<file path="src/rtl/load_store_unit.sv">
// Load/store front end for a 64-bit word-addressed memory: sub-word loads with extension, RMW stores.
// Optional macro LSU_MISALIGN_TRAP_EN: misaligned requests answer with resp_err instead of aligning down.
module load_store_unit #(
    parameter int WORD_SIZE      = 64,
    parameter int DATA_ADDR_SIZE = 8
) (
    input  logic                      clk,
    input  logic                      rst,
    input  logic                      req_valid,
    output logic                      req_ready,
    input  logic                      req_write,
    input  logic [1:0]                req_size,
    input  logic                      req_signed,
    input  logic [DATA_ADDR_SIZE+2:0] req_addr,
    input  logic [WORD_SIZE-1:0]      req_wdata,
    output logic                      resp_valid,
    input  logic                      resp_ready,
    output logic [WORD_SIZE-1:0]      resp_rdata,
    output logic                      resp_err,
    output logic [DATA_ADDR_SIZE-1:0] mem_addr,
    output logic [WORD_SIZE-1:0]      mem_wdata,
    output logic                      mem_write,
    output logic                      mem_en,
    input  logic [WORD_SIZE-1:0]      mem_rdata
);

    typedef enum logic [2:0] {S_IDLE, S_RD, S_MRG, S_WR, S_RESP} state_t;

    state_t                    state_q, state_d;
    logic [DATA_ADDR_SIZE+2:0] addr_q;
    logic [1:0]                size_q;
    logic                      signed_q, write_q, err_q;
    logic [WORD_SIZE-1:0]      wdata_q, merged_q, rdata_q;

    logic [2:0]                low_mask;
    logic                      trap;
    logic [DATA_ADDR_SIZE+2:0] addr_in;

    always_comb begin
        case (req_size)
            2'b00:   low_mask = 3'b000;
            2'b01:   low_mask = 3'b001;
            2'b10:   low_mask = 3'b011;
            default: low_mask = 3'b111;
        endcase
    end

`ifdef LSU_MISALIGN_TRAP_EN
    assign trap    = |(req_addr[2:0] & low_mask);
    assign addr_in = req_addr;
`else
    assign trap    = 1'b0;
    assign addr_in = {req_addr[DATA_ADDR_SIZE+2:3], req_addr[2:0] & ~low_mask};
`endif

    // Field datapath, valid in MRG when mem_rdata carries the addressed word
    logic [WORD_SIZE-1:0] fmask, field, ld_ext, st_merge;
    logic [5:0]           sh;
    logic                 sbit;

    assign sh = {addr_q[2:0], 3'b000};

    always_comb begin
        case (size_q)
            2'b00:   fmask = 64'h0000_0000_0000_00FF;
            2'b01:   fmask = 64'h0000_0000_0000_FFFF;
            2'b10:   fmask = 64'h0000_0000_FFFF_FFFF;
            default: fmask = 64'hFFFF_FFFF_FFFF_FFFF;
        endcase
    end

    assign field = (mem_rdata >> sh) & fmask;

    always_comb begin
        case (size_q)
            2'b00:   sbit = field[7];
            2'b01:   sbit = field[15];
            2'b10:   sbit = field[31];
            default: sbit = field[63];
        endcase
    end

    assign ld_ext   = field | ((signed_q && sbit) ? ~fmask : '0);
    assign st_merge = (mem_rdata & ~(fmask << sh)) | ((wdata_q & fmask) << sh);

    always_comb begin
        state_d   = state_q;
        mem_en    = 1'b0;
        mem_write = 1'b0;
        mem_addr  = '0;
        mem_wdata = '0;
        case (state_q)
            S_IDLE: begin
                if (req_valid) begin
                    if (trap)                                state_d = S_RESP;
                    else if (req_write && req_size == 2'b11) state_d = S_WR;
                    else                                     state_d = S_RD;
                end
            end
            S_RD: begin
                mem_en   = 1'b1;
                mem_addr = addr_q[DATA_ADDR_SIZE+2:3];
                state_d  = S_MRG;
            end
            S_MRG: state_d = write_q ? S_WR : S_RESP;
            S_WR: begin
                mem_en    = 1'b1;
                mem_write = 1'b1;
                mem_addr  = addr_q[DATA_ADDR_SIZE+2:3];
                mem_wdata = merged_q;
                state_d   = S_RESP;
            end
            S_RESP: if (resp_ready) state_d = S_IDLE;
            default: state_d = S_IDLE;
        endcase
    end

    always_ff @(posedge clk) begin
        if (rst) begin
            state_q  <= S_IDLE;
            addr_q   <= '0;
            size_q   <= '0;
            signed_q <= 1'b0;
            write_q  <= 1'b0;
            err_q    <= 1'b0;
            wdata_q  <= '0;
            merged_q <= '0;
            rdata_q  <= '0;
        end else begin
            state_q <= state_d;
            case (state_q)
                S_IDLE: if (req_valid) begin
                    addr_q   <= addr_in;
                    size_q   <= req_size;
                    signed_q <= req_signed;
                    write_q  <= req_write;
                    wdata_q  <= req_wdata;
                    merged_q <= req_wdata;  // full-word stores skip the read
                    err_q    <= trap;
                    rdata_q  <= '0;
                end
                S_MRG: begin
                    if (write_q) merged_q <= st_merge;
                    else         rdata_q  <= ld_ext;
                end
                default: ;
            endcase
        end
    end

    assign req_ready  = (state_q == S_IDLE) && !rst;
    assign resp_valid = (state_q == S_RESP);
    assign resp_rdata = rdata_q;
    assign resp_err   = err_q;

endmodule

</file>
<file path="config.mk">
export PLATFORM = sky130hd
export DESIGN_NAME = load_store_unit
export DESIGN_NICKNAME = d
export VERILOG_FILES = /design/src/rtl/load_store_unit.sv
export SDC_FILE = /design/constraint.sdc
export NUM_CORES = 1
export LEC_CHECK = 0
export ABC_AREA = 1
export CAP_MARGIN = 15
export CORE_MARGIN = 1
export CORE_UTILIZATION = 42
export DETAILED_ROUTE_END_ITERATION = 12
export PLACE_DENSITY_LB_ADDON = 0.08
export SLEW_MARGIN = 20
export SYNTH_ARGS = -nofsm -noshare
export SYNTH_HDL_FRONTEND = slang
export SYNTH_SLANG_ARGS = --single-unit
</file>
<file path="constraint.sdc">
create_clock -name clk -period 4.4 [get_ports clk]
set_input_delay 0.66 -clock clk [delete_from_list [all_inputs] [get_ports clk]]
set_output_delay 0.66 -clock clk [all_outputs]
set_load 0.05 [all_outputs]
</file>
==> impl_metrics.yaml, run 1 <==
logic_synthesis:
  synth_fp_nets: 2146
  yosysUniqueCellTypes: 40
  yosysMostFrequentCell: "nand2_1"
  syn-cell-area_mm2: 0.0124
  synth_ff_type: "dfxtp_1"
  ys_seq_elements: 210
  async_reset_ff_frac: 0
  synthTopCellsByCount: "448 x nand2_1, 306 x o21ai_0, 230 x a21oi_1"
  synthTopCellsByArea: "dfxtp_1 34%, nand2_1 14%, o21ai_0 12%"
  yosys.area.top_type_share: 0.338
  yosysTopAreaCell: "dfxtp_1"
  avgSynthCellArea_um2: 6.22
  synth_cells: 1999
  synth.yosys.seq_area_share: 0.338
  synth_edf_count: 0
  yosysWarnings: 0
finish:
  synthToLayoutAreaGrowth_pct: 29.0
  drive_above_1_share: 0.0521
  fill_cells: 2924
  fin_nets: 2325
  ff_latch_area_mm2: 0.00421
  multiInputGateArea_mm2: 0.00694
  design_area_mm2: 0.0160
  finish.utilization: 0.554
sta:
  max_freq_mhz: 281
  period_needed_ps: 3560
  final_max_slew_viol_count: 0
  setup_viol_count_final: 0
  hold_violations: 0
  rsz0062_at_grt: "no"
  fin_setup_tns_ps: 0
  finalClockSkew_ps: 9.60
  tightest_slew_ps: 896
  setup_slack_ps: 836
  fin_crit_sh: 0.810
  relSlewSlack: 0.403
floorplanning:
  start_util: 0.429
  dieHeight_um: 174
  ios: 288
  die-area_mm2: 0.0303
  die_w_um: 174
  rows: 62
  coreArea_mm2: 0.0289
hold_path:
  min_delay_worst_endpoint: "addr_q[6]$_SDFFE_PP0P_"
  holdPathStages: 2
  hold_path_class: "reg2reg"
  min_from: "addr_q[6]$_SDFFE_PP0P_"
cts:
  clkLatencyLatePin_ps: 550
  clockBufferDepth: 3
  cts_buffers: 23
  htreeDepth: 1
  cts.sinks: 210
  clkTransAtPathRegs_ps: 60
  cts_setup_buffers: 0
  cts_root_buf: "clkbuf_16"
  cts_tree: "built"
  hold_buffers: 0
  post_cts_resized: 0
power:
  pwr-share-seq: 0.401
  cell_internal_pwr_w: 0.00356
  finalPower_w: 0.00543
  pwr-share-comb: 0.253
  ir_drop_mv: 0.258
  p_leak_nw: 5.97
  switching_power_w: 0.00187
  switching_share: 0.344
  clkPwrFrac: 0.346
  power.density_mw_per_mm2: 339
job:
  cap_viol_max_count: 0
setup_path:
  cp-startpoint: "state_q[0]$_SDFFE_PP0P_"
  endpoint_kind: "output pin"
  cp_max_fo: 64
  startpoint_type: "register"
  r2r_start: "size_q[1]$_SDFFE_PP0P_"
  critPathKind: "reg2out"
  worstPathRequired_ps: 3740
  reg2reg_to: "merged_q[42]$_SDFFE_PP0P_"
  r2r_setup_slack_ps: 1230
  r2r_cells: 10
  worstPathArrival_ps: 2900
placed_design:
  preCtsSetupSlack_ps: 1180
  portBuffers: 286
  post_dp_cell_area_mm2: 0.0153
  place_hpwl_um: 41800
  gp_congestion: 1.00
route:
  maxUsedRoutingLayer: "met5"
  drt-met1-wl_um: 23000
  avgRoutedWirePerCell_um: 21.7
  wl_met2_um: 25500
  num_vias: 14839
  first_pass_iters: 7
  route.met3.wl_um: 4000
  vias_per_cell: 5.76
  drt_wl_total_um: 55900
  drtIter0Drc: 1771
  drc_errors: 0
  ant_nets: 0
global_routing:
  grt_max_degree: 118
  antenna_found_initial: 2
  grt_pass1_wl_um: 83900
  overflow: 0
  grt_pass1_vias: 13788
  grt.total_usage: 0.361
outcome:
  status: "complete, no violations"
[cells by family (layout without fill, tap and decap cells)]
kind of cell,count (synthesis),in the layout,synth area share
other,1,2,0.000302
AOI/OAI and AO/OA,639,639,0.275
muxes,4,4,0.00322
DFF,210,210,0.338
buffers and inverters,310,501,0.104
and+or+nand+nor,835,835,0.279
[flip-flops by register name, indices dropped and copies added (netlist names)]
| register | cells |
|---|---|
| merged_q | 64 |
| resp_rdata | 64 |
| wdata_q | 64 |
| addr_q | 11 |
| state_q | 3 |
| size_q | 2 |
| signed_q | 1 |
| write_q | 1 |
[worst max path at each step]
stage	endpoint	slack, ps	depth (start not counted)
after global placement	mem_wdata[33]	1220	6
after global routing	mem_wdata[28]	610	6
after detailed placement	mem_wdata[33]	1180	6
after CTS	mem_wdata[33]	600	6
final	mem_wdata[33]	840	5
after floorplan	mem_wdata[21]	1340	6
[worst max-delay path, stage by stage (launching register included)]
cell and delay [ps]:
dfxtp_1 390, nand2_1 260, nor2_1 320, inv_4 260
nor2_1 240, clkdlybuf4s50_1 840
[area by class of cell]
class / count / share of cell area
sequential: 210 / 0.263
clock buffer: 31 / 0.0397
timing repair buffer: 319 / 0.196
tap: 384 / 0.0300
clock inverter: 6 / 0.00461
antenna: 1 / 0.000156
multi-input combinational: 1479 / 0.433
inverter: 145 / 0.0341
[power by group through the flow]
| stage | registers (W) | clock network [W] | logic, W |
|---|---|---|---|
| 4_1_cts | 0.00217 | 0.00190 | 0.00135 |
| 3_5_place_dp | 0.00221 | 0 | 0.00134 |
| 6_report | 0.00218 | 0.00188 | 0.00137 |
| 5_1_grt | 0.00219 | 0.00197 | 0.00148 |
| 3_3_place_gp | 0.00221 | 0 | 0.00133 |
| 2_1_floorplan | 0.00220 | 0 | 0.000804 |
[routing by layer]
metal	track usage	vias up
met5	0	-
met4	0.195	2
met3	0.0424	143
met2	0.584	718
met1	0.470	6964
li1	-	7012
[placed cells by master, fill, tap and decap left out, drive strengths merged, types with 2 or more instances in the layout]
cell type and count:
o22ai 25, mux2i 4, clkdlybuf4s50 285, o221ai 3
o211ai 23, o21ai 310, a31oi 17, a22oi 4
buf 34, or2 15, nand3b 2, nor2 210
o2111ai 4, a211oi 2, o31ai 9, o21bai 9
nand3 141, nor3 2, inv 146, nor4 2
a221oi 2, clkbuf 31, a21oi 230, nand2 451
clkinv 4, nand4 12, dfxtp 210
[stage by stage]
stage	hold slack, ps	instances
floorplan	423	1999
global placement	434	2537
detailed placement	443	2537
CTS	452	2574
global route	467	2575
finish	453	2575
Power figures use the tool's default switching activity.
==> run 2, diff against run 1 <==
Clock period 4.4 ns to 3 ns, I/O delays scaled along.
==> impl_metrics.yaml, run 2 (synthesis results as in run 1) <==
sta:
  fin_crit_sh: 0.929
  rsz0062_at_grt: "no"
  finalClockSkew_ps: 18.8
  setup_viol_count_final: 0
  hold_violations: 0
  period_needed_ps: 2790
  fin_setup_tns_ps: 0
  holdWs_ps: 329
  final_max_slew_viol_count: 0
  tightest_slew_ps: 900
  max_freq_mhz: 359
  relSlewSlack: 0.400
floorplanning:
  rows: 62
  start_util: 0.429
  die_w_um: 174
  coreArea_mm2: 0.0289
  ios: 288
  die-area_mm2: 0.0303
  dieHeight_um: 174
outcome:
  status: "complete, no violations"
power:
  cell_internal_pwr_w: 0.00525
  power.density_mw_per_mm2: 496
  switching_power_w: 0.00278
  pwr-share-comb: 0.263
  pwr-share-seq: 0.394
  clkPwrFrac: 0.343
  ir_drop_mv: 0.379
  p_leak_nw: 6.27
  switching_share: 0.346
finish:
  layout_commonest_cell: "nand2_1"
  finish.utilization: 0.560
  layout_common_cells: "448 x nand2_1, 306 x o21ai_0, 230 x a21oi_1"
  antenna_cells: 0
  synthToLayoutAreaGrowth_pct: 30.4
  fin_nets: 2352
  drive_above_1_share: 0.0946
  ff_latch_area_mm2: 0.00421
  multiInputGateArea_mm2: 0.00694
  fill_cells: 2989
hold_path:
  hold_path_class: "in2reg"
global_routing:
  grt_pass1_vias: 13396
  antenna_found_initial: 0
  overflow: 0
  grt_pass1_wl_um: 83400
  grt_max_degree: 117
  grt.total_usage: 0.360
cts:
  cts.sinks: 210
  cts_buffers: 23
  clkTransAtPathRegs_ps: 60
  cts_root_buf: "clkbuf_16"
  clockBufferDepth: 3
  cts_tree: "built"
  clkLatencyLatePin_ps: 530
  htreeDepth: 1
  hold_buffers: 0
setup_path:
  worstPathRequired_ps: 2550
  cp_max_fo: 10
  startpoint_type: "register"
  worstPathArrival_ps: 2340
  critPathKind: "reg2out"
  endpoint_kind: "output pin"
route:
  vias_per_cell: 5.66
  first_pass_iters: 6
  ant_nets: 0
  avgRoutedWirePerCell_um: 21.5
  drc_errors: 0
  drtIter0Drc: 1701
  num_vias: 14739
  drt_wl_total_um: 56100
placed_design:
  portBuffers: 286
  place_hpwl_um: 42300
  gp_congestion: 0.977
job:
  cap_viol_max_count: 0
-- run 2: cell types whose count changed in the layout (fill, tap and decap cells not counted), moves of 2 or more --
cell,previous run,this run
clkinvlp_4,0,3
inv_6,0,2
buf_12,3,13
buf_4,30,111
clkinv_2,3,6
clkdlybuf4s50_1,285,221
-- run 2: per-layer routing --
metal	vias to the layer above	global-route usage	part of all wire
met5	-	0	0
met4	0	0.152	0.045
met3	132	0.0392	0.076
met2	811	0.592	0.46
met1	6716	0.477	0.42
li1	7080	-	-
-- run 2: path summary, 6_finish.rpt --
path,startpoint,endpoint,slack (ps),cells after the start
hold reg to reg,addr_q[8]$_SDFFE_PP0P_,addr_q[8]$_SDFFE_PP0P_,460,2
setup / recovery,state_q[2]$_SDFFE_PP0P_,mem_write,210,4
setup reg to reg,size_q[1]$_SDFFE_PP0P_,merged_q[42]$_SDFFE_PP0P_,540,10
hold / removal,rst,state_q[2]$_SDFFE_PP0P_,330,4
-- run 2: cell type report --
type                       count  area share
clock buffer                  29      0.0381
clock inverter                12     0.00618
inverter                     145      0.0337
multi-input combinational   1479       0.428
sequential                   210       0.260
tap                          384      0.0297
timing repair buffer         346       0.204
-- run 2: worst max-delay path, cell delays in order, from the launching register on --
cell and delay [ps]:
dfxtp_1 320, inv_1 80, nand2_1 200, nor2_1 330, clkdlybuf4s50_1 880
-- run 2: what timing repair did --
action / in CTS / in global routing
endpoints found under the hold margin: 0 / 0
resized for setup: 1 / 0
setup endpoints to repair: 6 / 0
setup buffers: 0 / 0
-- run 2: power groups by stage --
stage	Clock, W	Combinational, W	Sequential [W]
final	0.00275	0.00212	0.00317
after floorplan	0	0.00118	0.00323
after global routing	0.00292	0.00226	0.00319
after detailed placement	0	0.00206	0.00322
after CTS	0.00278	0.00207	0.00316
after global placement	0	0.00205	0.00322
-- run 2: through the flow --
stage	instance area, µm²	power (W)	worst slack, ps	cells
floorplan	12400	0.00441	150	1999
global placement	15500	0.00527	578	2564
detailed placement	15500	0.00528	544	2564
CTS	16200	0.00801	202	2605
global route	16200	0.00837	73.1	2605
finish	16200	0.00803	212	2605
